$ cat config.mk
export PLATFORM = sky130hd
export DESIGN_NAME = iter_shifter
export DESIGN_NICKNAME = d
export VERILOG_FILES = /design/src/rtl/shifter_pkg.sv /design/src/rtl/shift_step.sv /design/src/rtl/iter_shifter.sv
export SDC_FILE = /design/constraint.sdc
export NUM_CORES = 1
export LEC_CHECK = 0
export ABC_CLOCK_PERIOD_IN_PS = 4950
export BUFFER_PORTS_ARGS = -buffer_cell sky130_fd_sc_hd__clkbuf_2
export CORE_ASPECT_RATIO = 0.8
export CORE_UTILIZATION = 50
export CTS_CLUSTER_SIZE = 24
export DETAILED_ROUTE_END_ITERATION = 10
export GPL_TIMING_DRIVEN = 0
export PLACE_DENSITY = 0.74
export SYNTH_ARGS = -nofsm -noshare
export SYNTH_HDL_FRONTEND = slang
export SYNTH_HIERARCHICAL = 1
export SYNTH_SLANG_ARGS = --single-unit
$ cat constraint.sdc
create_clock -name clk -period 4.95 [get_ports clk]
set_input_delay 0.2475 -clock clk [delete_from_list [all_inputs] [get_ports clk]]
set_output_delay 0.2475 -clock clk [all_outputs]
set_load 0.01 [all_outputs]
$ cat src/rtl/shifter_pkg.sv
// Shared definitions for the iterative shift/rotate unit.
//   - OP_* : 3-bit operation encoding presented on the op port
//   - state_t : controller states (IDLE / SHIFT / DONE)
//   - is_left(): true for ops whose bits move towards the MSB
package shifter_pkg;

  localparam int OP_W = 3;

  localparam logic [OP_W-1:0] OP_SHL = 3'd0;
  localparam logic [OP_W-1:0] OP_SHR = 3'd1;
  localparam logic [OP_W-1:0] OP_SAL = 3'd2;
  localparam logic [OP_W-1:0] OP_SAR = 3'd3;
  localparam logic [OP_W-1:0] OP_ROL = 3'd4;
  localparam logic [OP_W-1:0] OP_ROR = 3'd5;
  localparam logic [OP_W-1:0] OP_RCL = 3'd6;
  localparam logic [OP_W-1:0] OP_RCR = 3'd7;

  typedef enum logic [1:0] {
    ST_IDLE  = 2'd0,
    ST_SHIFT = 2'd1,
    ST_DONE  = 2'd2
  } state_t;

  function automatic logic is_left(input logic [OP_W-1:0] op);
    return (op == OP_SHL) || (op == OP_SAL) || (op == OP_ROL) || (op == OP_RCL);
  endfunction

endpackage

$ cat src/rtl/shift_step.sv
// One-bit shift/rotate step, purely combinational.
// Ports:
//   op    : operation (OP_* encoding)
//   r, c  : current working operand and carry
//   r_nxt : operand after one step
//   c_nxt : carry after one step
// RCL/RCR treat {C,R} as a single (WIDTH+1)-bit ring.
module shift_step
  import shifter_pkg::*;
#(
  parameter int WIDTH = 16
) (
  input  logic [OP_W-1:0]  op,
  input  logic [WIDTH-1:0] r,
  input  logic             c,
  output logic [WIDTH-1:0] r_nxt,
  output logic             c_nxt
);

  // NOTE: every output gets a default before the case so no path can
  // leave it unassigned; that is what keeps this block free of latches.
  always_comb begin
    r_nxt = r;
    c_nxt = c;
    case (op)
      OP_SHL, OP_SAL: begin
        c_nxt = r[WIDTH-1];
        r_nxt = {r[WIDTH-2:0], 1'b0};
      end
      OP_SHR: begin
        c_nxt = r[0];
        r_nxt = {1'b0, r[WIDTH-1:1]};
      end
      OP_SAR: begin
        c_nxt = r[0];
        r_nxt = {r[WIDTH-1], r[WIDTH-1:1]};
      end
      OP_ROL: begin
        c_nxt = r[WIDTH-1];
        r_nxt = {r[WIDTH-2:0], r[WIDTH-1]};
      end
      OP_ROR: begin
        c_nxt = r[0];
        r_nxt = {r[0], r[WIDTH-1:1]};
      end
      OP_RCL: {c_nxt, r_nxt} = {r, c};
      OP_RCR: {r_nxt, c_nxt} = {c, r};
      default: ;
    endcase
  end

endmodule

$ cat src/rtl/iter_shifter.sv
// Multi-cycle shift/rotate unit: one bit per clock, start/busy/done handshake.
// Ports:
//   clk, rst : clock (rising edge), synchronous active-high reset
//   start    : request, sampled only while idle
//   op       : OP_* operation select
//   din      : operand;  cnt : shift count (masked by CNT_MASK at accept)
//   cf_in    : carry in
//   busy     : high while not idle;  done : one-cycle completion pulse
//   dout, cf_out, of_out : result and flags, held until next completion/reset
// Optional build macro ITER_SHIFTER_OF_EN: computes the overflow flag;
// without it of_out is tied low.
module iter_shifter
  import shifter_pkg::*;
#(
  parameter int WIDTH    = 16,
  parameter int CNT_W    = 8,
  parameter int CNT_MASK = 31
) (
  input  logic             clk,
  input  logic             rst,
  input  logic             start,
  input  logic [OP_W-1:0]  op,
  input  logic [WIDTH-1:0] din,
  input  logic [CNT_W-1:0] cnt,
  input  logic             cf_in,
  output logic             busy,
  output logic             done,
  output logic [WIDTH-1:0] dout,
  output logic             cf_out,
  output logic             of_out
);

  state_t           state_q, state_d;
  logic [WIDTH-1:0] r_q, r_d, step_r;
  logic             c_q, c_d, step_c;
  logic [OP_W-1:0]  op_q, op_d;
  logic [CNT_W-1:0] n_q, n_d, cnt_masked;
  logic             load_out;
`ifdef ITER_SHIFTER_OF_EN
  logic             of_d, of_q;
`endif

  assign cnt_masked = cnt & CNT_W'(CNT_MASK);

  shift_step #(.WIDTH(WIDTH)) u_step (
    .op    (op_q),
    .r     (r_q),
    .c     (c_q),
    .r_nxt (step_r),
    .c_nxt (step_c)
  );

  // NOTE: state and data registers use non-blocking assignments so every
  // flop samples pre-edge values regardless of statement order.
  always_ff @(posedge clk) begin
    if (rst) state_q <= ST_IDLE;
    else     state_q <= state_d;
  end

  // Next-state and working-register update. load_out marks the transition
  // into DONE so the outputs can be captured from the final R/C values.
  always_comb begin
    state_d  = state_q;
    r_d      = r_q;
    c_d      = c_q;
    op_d     = op_q;
    n_d      = n_q;
    load_out = 1'b0;
`ifdef ITER_SHIFTER_OF_EN
    of_d     = 1'b0;
`endif
    case (state_q)
      ST_IDLE: begin
        if (start) begin
          r_d  = din;
          c_d  = cf_in;
          op_d = op;
          n_d  = cnt_masked;
          if (cnt_masked == '0) begin
            // Zero count: pass operand and carry straight through, OF stays 0.
            state_d  = ST_DONE;
            load_out = 1'b1;
          end else begin
            state_d = ST_SHIFT;
          end
        end
      end
      ST_SHIFT: begin
        r_d = step_r;
        c_d = step_c;
        n_d = n_q - 1'b1;
        if (n_q == CNT_W'(1)) begin
          state_d  = ST_DONE;
          load_out = 1'b1;
`ifdef ITER_SHIFTER_OF_EN
          of_d = is_left(op_q) ? (step_r[WIDTH-1] ^ step_c)
                               : (step_r[WIDTH-1] ^ step_r[WIDTH-2]);
`endif
        end
      end
      ST_DONE: state_d = ST_IDLE;
      default: state_d = ST_IDLE;
    endcase
  end

  always_ff @(posedge clk) begin
    if (rst) begin
      r_q    <= '0;
      c_q    <= 1'b0;
      op_q   <= OP_SHL;
      n_q    <= '0;
      dout   <= '0;
      cf_out <= 1'b0;
    end else begin
      r_q  <= r_d;
      c_q  <= c_d;
      op_q <= op_d;
      n_q  <= n_d;
      if (load_out) begin
        dout   <= r_d;
        cf_out <= c_d;
      end
    end
  end

`ifdef ITER_SHIFTER_OF_EN
  always_ff @(posedge clk) begin
    if (rst)           of_q <= 1'b0;
    else if (load_out) of_q <= of_d;
  end
  assign of_out = of_q;
`else
  assign of_out = 1'b0;
`endif

  assign busy = (state_q != ST_IDLE);
  assign done = (state_q == ST_DONE);

endmodule

# Yosys cells after proc, flatten, opt, wreduce, memory -nomap -nowiden
# Index checks and enable logic that the tools add are counted.
[totals] ff_bits=47 latch_bits=0 ram_bits=0 rom_bits=0 inputBits=31 out_inout_bits=20 elab_cells=47 mem_count=0
[classes] addsub=1 multipliers=0 n_div=0 order_cmp=0 eq_ne=12 n_shift=0 muxes=16 bitwise=0 reduce_logical=11
[ops] op="16-bit case mux with 7 select lines" n=1
[ops] op="16-bit case mux with 2 select lines" n=1
[ops] op="16-bit two-way mux" n=1
[ops] op="8-bit case mux with 2 select lines" n=1
[ops] op="3-bit equality test (second input constant)" n=4
[ops] op="8-bit by 1-bit equality test with 1-bit output (second input constant)" n=1
[ops] op="8-bit zero test" n=1
[ops] op="8-bit two-way mux" n=1
[ops] op="4-bit OR reduction" n=2
[ops] op="8-bit by 1-bit subtractor with 8-bit output (second input constant)" n=1
[ops] op="3-bit by 2-bit equality test with 1-bit output (second input constant)" n=2
[ops] op="2-bit two-way mux" n=3
[ops] op="1-bit case mux with 2 select lines" n=3
[ops] op="2-bit AND reduction" n=3
[ops] op="1-bit two-way mux" n=4
[ops] op="2-bit != test (second input constant)" n=2
[ops] op="2-bit case mux with 2 select lines" n=1
[ops] op="2-bit nonzero test" n=2
[ops] op="3-bit by 1-bit equality test with 1-bit output (second input constant)" n=1
[ops] op="3-bit zero test" n=1
[ops] op="2-bit by 1-bit equality test with 1-bit output (second input constant)" n=1
[ops] op="2-bit equality test (second input constant)" n=1
[ops] op="2-bit zero test" n=1
[ops] op="2-bit OR reduction" n=1

# Depth between registers and ports, before layout
[logic_depth] word_depth=4 mapped_depth=7

# By module
# The synthesis kept the hierarchy.
[by_module_without_submodules] module="iter_shifter" instances=1 cells_per_inst=231 area_per_inst_um2=2173.3
[by_module_without_submodules] module="shift_step" instances=1 cells_per_inst=26 area_per_inst_um2=279.0

# Least setup slack after synthesis
# OpenSTA, ideal clock, no wires.
[synth_timing] path_type="register to register" from="reg n_q[2]" to="reg dout[10]" t_arrival_ns=1.881 t_required_ns=4.829 setup_slack_ns=2.947 path_stages_with_launch=6 n_path_buf=1 period_less_slack_ns=2.003 path_cell_list="dfxtp_1 > or4_4 > nor4b_4 > a22oi_4 > buf_6 > mux2_4"
[synth_via] elab_chain_cells=3
[synth_rtl] element="from (decl)" line_no="iter_shifter.sv:37" rtl="logic [CNT_W-1:0] n_q, n_d, cnt_masked;"
[synth_rtl] element="from (signal assigned)" line_no="iter_shifter.sv:118" rtl="n_q <= n_d;"
[synth_rtl] element="8-bit by 1-bit equality test with 1-bit output" line_no="iter_shifter.sv:92" rtl="if (n_q == CNT_W'(1)) begin"
[synth_rtl] element="1-bit two-way mux" line_no="iter_shifter.sv:92"
[synth_rtl] element="1-bit case mux with 2 select lines" line_no="iter_shifter.sv:72" rtl="case (state_q)"
[synth_rtl] element="to (signal assigned)" line_no="iter_shifter.sv:120" rtl="dout <= r_d;"
[synth_rtl] element="to (decl)" line_no="iter_shifter.sv:28" rtl="output logic [WIDTH-1:0] dout,"
# Every way passes these cells.
# A chain may end at the register's enable or synchronous reset.

# Final worst setup path
[layout_timing] from="reg state_q[0]" to="reg dout[8]"
[layout_via] elab_chain_cells=2 word_cells_on_any_way=4
[layout_rtl] element="from (decl)" line_no="iter_shifter.sv:33" rtl="state_t state_q, state_d;"
[layout_rtl] element="from (signal assigned)" line_no="iter_shifter.sv:57" rtl="else state_q <= state_d;"
[layout_rtl] element="2-bit by 1-bit equality test with 1-bit output / 2-bit zero test (equally long branches)" line_no="iter_shifter.sv:72"
[layout_rtl] element="16-bit case mux with 2 select lines / 1-bit case mux with 2 select lines (equally long branches)" line_no="iter_shifter.sv:72"
# Several ways; a longest one is shown, not always the timed one.

==> impl_metrics.yaml <==
clock_tree:
  path_clk_slew_ns: 0.08
  htreeDepth: 2
  clk_latency_ns: 0.30
  cts_buffers: 5
  cts_buffer_depth: 2
  ctsRootBufferMaster: "clkbuf_8"
  cts_setup_buffers: 0
  ctsResizeCount: 0
  ctsHoldBuffers: 0
  tritoncts: "done"
  cts.sinks: 47
power:
  p_per_area_mw_per_mm2: 298
  p_total_mw: 0.843
  power_leakage_nw: 1.28
  vdd_drop_max_uv: 172
logic_synthesis:
  ys_types: 41
  synth_seq_cells: 47
  yosysSeqAreaShare: 0.384
  syn_inst: 257
  ys.warnings.count: 6
  yosys.area.top_type: "dfxtp_1"
  yosysTopAreaCellShare: 0.384
  synth_nets: 290
  syn_area_mm2: 0.00245
  synth.area.top_cells: "dfxtp_1, mux2_4, o2bb2ai_1"
  syn_avg_cell_area_um2: 9.54
min_path:
  whs_path_depth: 3
  hold_end: "op_q[0]$_SDFFE_PP0P_"
  min_from: "op[0]"
  min_path_type: "in2reg"
place:
  placed_area_mm2: 0.00275
  dp_hpwl_um: 3700
  io_buffers: 45
  place_congestion: 0.916
detailed_routing:
  dr.pass1.iters: 4
  drtIter0Drc: 72
  vias_per_cell: 5.37
  vias: 1988
  postRouteAntennaNets: 0
  drc: 0
  wl_per_cell_um: 14.1
  drt-total-wl_um: 5220
critical_path:
  worstPathArrival_ns: 2.41
  cp_common_cell: "clkbuf_1"
  reg2reg_slack_ns: 2.74
  end_kind: "register"
  cp_top_family: "buffers and inverters"
  r2r.worst_path.cells: 7
  crit_path_max_fanout: 10
  crit_path_top_delay_cell: "clkbuf_1"
  worstPathCellList: "clkbuf_1 -> nor2b_1 -> clkbuf_1 -> clkbuf_1 -> o2bb2ai_1 -> a211oi_1 -> mux2_4"
  r2r-start: "state_q[0]$_SDFFE_PP0P_"
  worst_path_largest_cell_delay_ns: 0.46
  crit_required_ns: 5.15
  critical_path_class: "reg2reg"
  worstReg2RegEnd: "dout[8]$_SDFFE_PP0P_"
  start_kind: "register"
  path_buf_inv: 3
final_layout:
  num-fill-cells: 408
  syn2layout_area_growth_pct: 15.6
  n_antenna_cell: 0
  finalInstanceArea_mm2: 0.00283
  layout_common_cells: "dfxtp_1, clkbuf_2, nor2_1"
  drive_gt1_frac: 0.284
  final_common_cell: "dfxtp_1"
  final_util: 0.609
  final_nets: 342
floorplan:
  rows: 22
  die-area_mm2: 0.00519
  ios: 51
  fp.coreArea_mm2: 0.00465
  die_h_um: 64.6
  die_w_um: 80.3
  initial_core_util: 0.527
timing:
  fin_skew_ns: 0.00326
  fmax_ghz: 0.452
  period_share: 0.447
  setup_viol_count_final: 0
  drv_slew: 0
  worst_slew_pin_slew_ns: 0.533
  rsz0062_at_grt: "no"
  max_slew_margin: 0.644
  fin_crit_ns: 2.21
  final_hold_viol_count: 0
  whs_ns: 0.162
  tns_ns: 0
global_routing:
  grt_first_pass_wirelength_um: 8900
  antenna_found_initial: 0
  grt_overflow: 0
  grt_usage: 0.224
  grt_max_degree: 14
  first_global_vias: 1913
job:
  cap_violations: 0
outcome:
  status: "completed"
## routing by layer
metal	global-route usage	part of all wire	vias up	wire length, µm
li1	-	-	1004	-
met1	0.311	0.50	919	2610
met2	0.333	0.43	59	2270
met3	0.0662	0.054	6	281
met4	0.0647	0.010	0	54
met5	0	0	-	0
## state kept, by name (all words and copies together) (netlist names)
name and flops:
c_q 1, cf_out 1, op_q 3, r_q 16, n_q 8, state_q 2, dout 16
## where the power goes
| group | switching [mW] | leakage, nW | internal (mW) |
|---|---|---|---|
| sequential | 0.0256 | 0.386 | 0.408 |
| combinational | 0.0941 | 0.855 | 0.0898 |
| clock | 0.126 | 0.0422 | 0.0993 |
## synth_stat cells
cell and number:
or4_4 1, o31a_1 1, mux2_1 7, buf_1 1, mux2_4 16, nor2_2 1
a211oi_1 18, xor2_1 1, or4_1 2, or3_1 2, a22oi_1 2, buf_12 1
dfxtp_1 47, nor4b_4 1, clkbuf_1 15, conb_1 1, buf_4 1, inv_1 20
ha_1 2, a31oi_1 2, o211ai_1 3, o21ai_0 1, a21oi_1 8, nand2b_1 1
o311ai_0 1, or3b_2 1, buf_6 2, o21ba_2 1, and3_1 1, nor2_1 25
a22oi_4 1, nor2b_1 18, mux2_2 11, o32a_1 1, nand2_1 12, nand3b_1 2
o22a_1 1, and2b_1 1, o2bb2ai_1 17, nand3_1 3, nor3_1 4
## cells by family after synthesis
kind of cell               Yosys count  share of synthesized area
other                                1                    0.00153
buffers and inverters               40                     0.0755
and+or+nand+nor                     75                      0.163
AOI/OAI and AO/OA                   57                      0.182
adders and majority gates            2                     0.0102
DFF                                 47                      0.384
xor gates and xnor gates             1                    0.00357
muxes                               34                      0.181
## how the worst max path moves through the flow
| stage | cells after the start | from | end |
|---|---|---|---|
| after floorplan | 5 | n_q[2]$_SDFFE_PP0P_ | dout[10]$_SDFFE_PP0P_ |
| after global placement | 7 | state_q[0]$_SDFFE_PP0P_ | dout[14]$_SDFFE_PP0P_ |
| after detailed placement | 7 | state_q[0]$_SDFFE_PP0P_ | dout[9]$_SDFFE_PP0P_ |
| after CTS | 6 | state_q[0]$_SDFFE_PP0P_ | busy |
| after global routing | 6 | state_q[0]$_SDFFE_PP0P_ | busy |
| final | 7 | state_q[0]$_SDFFE_PP0P_ | dout[8]$_SDFFE_PP0P_ |
## through the flow
step	worst slack [ns]	instances
floorplan	2.95	257
global placement	2.78	362
detailed placement	2.77	362
CTS	2.73	370
global route	2.51	370
finish	2.74	370
## area by class of cell
cell class / count / area (µm²) / share of cell area
inverter: 20 / 75.1 / 0.0265
clock inverter: 1 / 5.00 / 0.00177
tap: 60 / 75.1 / 0.0265
timing repair buffer: 45 / 225 / 0.0795
multi-input combinational: 170 / 1330 / 0.468
clock buffer: 7 / 76.3 / 0.0269
buffer: 20 / 110 / 0.0389
sequential: 47 / 941 / 0.332
## worst register-to-register path, cell delays in order, from the launching register on
cell and delay (ns):
dfxtp_1 0.30, clkbuf_1 0.20, nor2b_1 0.15, clkbuf_1 0.38, clkbuf_1 0.46, o2bb2ai_1 0.19
a211oi_1 0.12, mux2_4 0.29
Note: power is estimated with default switching activity, not from simulation.
